--- src/rtl/imm_gen_pipe.sv ---
// rtl/imm_gen_pipe.sv - pipelined RISC-V immediate generator with 2-entry skid buffer
// Optional illegal-opcode counter: define IMM_GEN_ILLEGAL_CNT_EN to add illegal_cnt/illegal_cnt_clr.
module imm_gen_pipe #(
  parameter int XLEN  = 32,
  parameter int TAG_W = 5
) (
  input  logic             clk,
  input  logic             reset,
  input  logic             in_valid,
  output logic             in_ready,
  input  logic [31:0]      in_instr,
  input  logic [TAG_W-1:0] in_tag,
  output logic             out_valid,
  input  logic             out_ready,
  output logic [XLEN-1:0]  out_imm,
  output logic [2:0]       out_fmt,
  output logic             out_illegal,
  output logic [TAG_W-1:0] out_tag
`ifdef IMM_GEN_ILLEGAL_CNT_EN
  ,
  input  logic             illegal_cnt_clr,
  output logic [15:0]      illegal_cnt
`endif
);

  localparam logic [2:0] FMT_R = 3'd0, FMT_I = 3'd1, FMT_S = 3'd2, FMT_B = 3'd3,
                         FMT_U = 3'd4, FMT_J = 3'd5, FMT_X = 3'd7;

  logic [31:0]      dec_imm32;
  logic [XLEN-1:0]  dec_imm;
  logic [2:0]       dec_fmt;
  logic             dec_ill;

  // Skid entry K; the main entry M is the out_* register set itself
  logic             k_valid;
  logic [XLEN-1:0]  k_imm;
  logic [2:0]       k_fmt;
  logic             k_ill;
  logic [TAG_W-1:0] k_tag;

  logic in_fire, out_fire, k_next;

  assign in_fire  = in_valid & in_ready;
  assign out_fire = out_valid & out_ready;

  // K stays/becomes occupied only when a word arrives while M is still held
  assign k_next = out_fire ? (k_valid & in_fire)
                           : (out_valid ? (k_valid | in_fire) : k_valid);

  // Opcode decode and immediate reassembly; the sign always comes from instr[31]
  always_comb begin
    dec_imm32 = 32'd0;
    dec_fmt   = FMT_X;
    dec_ill   = 1'b0;
    case (in_instr[6:0])
      7'b0010011, 7'b0000011, 7'b1100111: begin
        dec_fmt   = FMT_I;
        dec_imm32 = {{20{in_instr[31]}}, in_instr[31:20]};
      end
      7'b0100011: begin
        dec_fmt   = FMT_S;
        dec_imm32 = {{20{in_instr[31]}}, in_instr[31:25], in_instr[11:7]};
      end
      7'b1100011: begin
        dec_fmt   = FMT_B;
        dec_imm32 = {{19{in_instr[31]}}, in_instr[31], in_instr[7],
                     in_instr[30:25], in_instr[11:8], 1'b0};
      end
      7'b0010111, 7'b0110111: begin
        dec_fmt   = FMT_U;
        dec_imm32 = {in_instr[31:12], 12'd0};
      end
      7'b1101111: begin
        dec_fmt   = FMT_J;
        dec_imm32 = {{11{in_instr[31]}}, in_instr[31], in_instr[19:12],
                     in_instr[20], in_instr[30:21], 1'b0};
      end
      7'b0110011: begin
        dec_fmt   = FMT_R;
      end
      default: begin
        dec_fmt   = FMT_X;
        dec_ill   = 1'b1;
      end
    endcase
    dec_imm = XLEN'($signed(dec_imm32));
  end

  // M/K storage: refill M from K on drain, otherwise from the input; spill into K when M is held
  always_ff @(posedge clk or posedge reset) begin
    if (reset) begin
      out_valid   <= 1'b0;
      out_imm     <= '0;
      out_fmt     <= 3'd0;
      out_illegal <= 1'b0;
      out_tag     <= '0;
      k_valid     <= 1'b0;
      k_imm       <= '0;
      k_fmt       <= 3'd0;
      k_ill       <= 1'b0;
      k_tag       <= '0;
      in_ready    <= 1'b1;
    end else begin
      if (out_fire && k_valid) begin
        out_imm     <= k_imm;
        out_fmt     <= k_fmt;
        out_illegal <= k_ill;
        out_tag     <= k_tag;
        if (in_fire) begin
          k_imm <= dec_imm;
          k_fmt <= dec_fmt;
          k_ill <= dec_ill;
          k_tag <= in_tag;
        end
      end else if (out_fire || !out_valid) begin
        out_valid <= in_fire;
        if (in_fire) begin
          out_imm     <= dec_imm;
          out_fmt     <= dec_fmt;
          out_illegal <= dec_ill;
          out_tag     <= in_tag;
        end
      end else if (in_fire) begin
        k_imm <= dec_imm;
        k_fmt <= dec_fmt;
        k_ill <= dec_ill;
        k_tag <= in_tag;
      end
      k_valid  <= k_next;
      in_ready <= ~k_next;
    end
  end

`ifdef IMM_GEN_ILLEGAL_CNT_EN
  // Saturating count of illegal words leaving the block; clear wins over increment
  always_ff @(posedge clk or posedge reset) begin
    if (reset) begin
      illegal_cnt <= 16'd0;
    end else if (illegal_cnt_clr) begin
      illegal_cnt <= 16'd0;
    end else if (out_fire && out_illegal && illegal_cnt != 16'hFFFF) begin
      illegal_cnt <= illegal_cnt + 16'd1;
    end
  end
`endif

endmodule
--- config.mk ---
export PLATFORM = sky130hd
export DESIGN_NAME = imm_gen_pipe
export DESIGN_NICKNAME = d
export VERILOG_FILES = /design/src/rtl/imm_gen_pipe.sv
export SDC_FILE = /design/constraint.sdc
export NUM_CORES = 1
export LEC_CHECK = 0
export ABC_AREA = 1
export CORE_AREA = 2 2 107 109
export CTS_BUF_LIST = sky130_fd_sc_hd__clkbuf_4 sky130_fd_sc_hd__clkbuf_8
export DETAILED_ROUTE_END_ITERATION = 6
export DIE_AREA = 0 0 109 111
export GPL_TIMING_DRIVEN = 0
export HOLD_SLACK_MARGIN = 0.1
export PLACE_DENSITY = 0.66
export SKIP_CTS_REPAIR_TIMING = 1
export SYNTH_ARGS = -nofsm -noshare
export SYNTH_HDL_FRONTEND = slang
export SYNTH_SLANG_ARGS = --single-unit
--- constraint.sdc ---
create_clock -name clk -period 5.3 [get_ports clk]
set_clock_uncertainty 0.2 [all_clocks]
set_input_delay 0.795 -clock clk [delete_from_list [all_inputs] [get_ports clk]]
set_output_delay 0.795 -clock clk [all_outputs]
set_load 0.01 [all_outputs]
==> impl_results.md <==
- Outcome: complete, no violations
- Avg WL per Cell: 15.6 µm
- Clock sink total: 85
- Fin. max-slew vios: 0
- Setup slack, reg-to-reg: around 3200 ps
- Count leader, synth: nand2_1
- Gp weighted congestion: about 0.84
- Die Width: around 110 µm
- Final wirelength: 12.6 mm
- Hold path cells: 2
- Synth top area share: 0.493
- Combinational share of power: 0.427
- Register area share after synthesis: 0.499
- Worst vdd ir: ~0.21 mV
- Final instance area: ~0.0055 mm²
- Via Count: 4106
- Crit path cell chain: clkdlybuf4s50_1 > nand3_2 > inv_2 > o21ai_2 > clkbuf_1 > nor2_1 > nand2_1 > nand2_1
- Slowest-stage cell, CP: clkbuf_1
- Synth Cell Area: 0.00427 mm²
- Num CTS Buffers: 9
- Asr flop ratio synth: 1.00
- Ys Warns: 0
- Reg power frac: 0.412
- Reg2reg end: out_imm[25]
- CP startpoint: out_ready
- Pre-Repair DR Iteration Count: 5
- CP delay by family, top: buffers and inverters
- Crit Path Max Fanout: 10
- Post-Syn Nets: ~610
- H-tree level count: 3
- Initial antenna violation count: 0
- Int Power: 1.62 mW
- Clock Tree Root: clkbuf_8
- Initial core utilization: 0.385
- Startpoint types: input port
- Pleak: 2.77 nW
- Slew headroom: 0.588
- Final setup viols: 0
- Top FF cell, synth: dfrtp_1
- Port-buffer cells: 83
- Leading post-synthesis cells by cell area: dfrtp_1, nand2_1, nor2_1
- Diode count: 0
- Synth area leader: dfrtp_1
- Largest net degree at the start of global routing: 61
- Crit path largest cell delay: around 530 ps
- Synthesis-stage register bit count: 85
- Final worst slack: between 2000 and 3000 ps
- Critical Path Sink Type: flip-flop
- Max Clk Rate: approximately 400 MHz
- Sw Share: 0.376
- Required time worst endpoint: 5350 ps
- Tmin final: 2530 ps
- Worst skew pair latency: between 300 and 400 ps
- Most instantiated cells after synthesis: nand2_1, dfrtp_1, nor2_1
- Worst R2R Start: out_valid
- Cell Area, Placed: 0.00531 mm²
- Routed Antenna Nets: 0
- Post-synth EDFFs: 0
- Max-cap violations: 0
- Vias in the first global route: slightly above 4000
- Mean Syn Cell Area: 7.51 µm²
- Core area: 0.0111 mm²
- Worst EP arrival: 2580 ps
- Clock Tree Buf Depth: 2
- CP Class: input port to flip-flop
- CP most frequent cell: nand2_1
- DIE AREA: approximately 0.012 mm²
- Post-route setup TNS: 0 ps
- Syn Inst Count: between 500 and 600
- Number of vias per cell: roughly 5.1
- Worst Tran Pin Value: roughly 620 ps
- Share of layout cells above drive strength 1: 0.102
- R2R depth: 7
- # DRC: 0
- RSZ-0062 raised after global routing: no
- Worst slack, placed: 2390 ps
- Synth-to-layout area growth: 28.4%
- Worst Hold Launch: k_tag[1]
- Die Ht: 111 µm
- Clock network power share: 0.162
- Cell Pwr Density: 474 mW/mm²
- Worst min-delay path class: flip-flop to flip-flop
- Layout net count: ~700
- TritonCTS clock tree: done
- Number of DRC markers in iteration 0: 244
- Fin. Hold Viols: 0
- Hold path endpoint: k_tag[1]
- Tcrit/Tclk final: 0.477
- Grt total ovfl: 0
- Hpwl dp: ~9 mm
- Cell row count: 39
- Synth cell types: 25
- IO Count: between 80 and 90
- First-pass GRT wire length: ~21 mm
- Total GRT Usage: 0.220
- Power Total: roughly 2.6 mW
- WP buf/inv: 3
- Sw power: around 980 µW
- Clock slew at reported path FFs: about 90 ps
-- cell type report --
| cell class | count | area [µm²] |
|---|---|---|
| buffer | 33 | 179 |
| multi-input combinational | 409 | 1800 |
| clock inverter | 4 | 25.0 |
| fill | 1118 | 5600 |
| inverter | 41 | 156 |
| tap | 143 | 179 |
| timing repair buffer | 84 | 858 |
| sequential | 85 | 2130 |
| clock buffer | 11 | 145 |
-- per-layer routing --
layer / routed length (µm) / GRT usage
met5: 0 / 0
met4: 354 / 0.0932
met3: 703 / 0.0335
met2: 5730 / 0.339
met1: 5810 / 0.305
-- placed cells by master, fill, tap and decap left out, types with 2 or more instances in the layout --
| cell type | n |
|---|---|
| nand2_1 | 179 |
| nor2_4 | 2 |
| o21ai_0 | 3 |
| nand2_2 | 6 |
| inv_2 | 16 |
| a21oi_1 | 34 |
| clkbuf_8 | 10 |
| clkinvlp_4 | 2 |
| nor2_1 | 80 |
| nand3_1 | 52 |
| nand3_2 | 2 |
| dfrtp_1 | 84 |
| nand4_1 | 10 |
| inv_1 | 24 |
| o21ai_1 | 18 |
| clkinv_2 | 2 |
| clkbuf_1 | 9 |
| buf_6 | 3 |
| buf_4 | 4 |
| a31oi_1 | 18 |
| buf_1 | 3 |
| clkdlybuf4s50_1 | 83 |
| buf_2 | 14 |
-- tightest hold or removal path: cells and delay by family, from the launching register on --
kind          cells  cell delay [ps]
flops             1              350
simple gates      2              100
-- power groups by stage --
stage	combinational, mW	clock, mW	sequential [mW]
3_5_place_dp	1.11	0	1.08
6_report	1.11	0.420	1.07
3_3_place_gp	1.09	0	1.07
4_1_cts	1.12	0.432	1.07
2_1_floorplan	0.515	0	1.13
5_1_grt	1.23	0.455	1.11
-- stage by stage --
stage / util / hold WS (ps) / std cells
6_report: 0.494 / 277 / 810
5_1_grt: 0.494 / 299 / 810
4_1_cts: 0.494 / 284 / 810
3_5_place_dp: 0.479 / 264 / 795
3_3_place_gp: 0.476 / 254 / 794
2_1_floorplan: - / 242 / 568
-- flip-flops by register name (all words and copies together) (netlist names) --
register	flops
in_ready	1
k_fmt	3
k_ill	1
k_imm	32
k_tag	5
k_valid	1
out_fmt	3
out_illegal	1
out_imm	32
out_tag	5
out_valid	1
-- cell families (layout without fill, tap and decap cells) --
logic type	count (synthesis)	in the layout	share of synthesized area
AO/OA/AOI/OAI	76	76	0.0965
buffers and inverters	74	173	0.0780
flip-flops	85	85	0.499
AND/OR/NAND/NOR	333	333	0.326
-- worst max path at each step --
| stage | cells past startpoint | end | slack, ps |
|---|---|---|---|
| after floorplan | 1 | k_fmt[0] | 2110 |
| after global placement | 2 | out_imm[20] | 730 |
| after detailed placement | 8 | out_imm[25] | 2390 |
| after CTS | 8 | out_imm[25] | 2770 |
| after global routing | 8 | out_imm[25] | 2640 |
| final | 8 | out_imm[25] | 2770 |
Power figures use the tool's default switching activity.
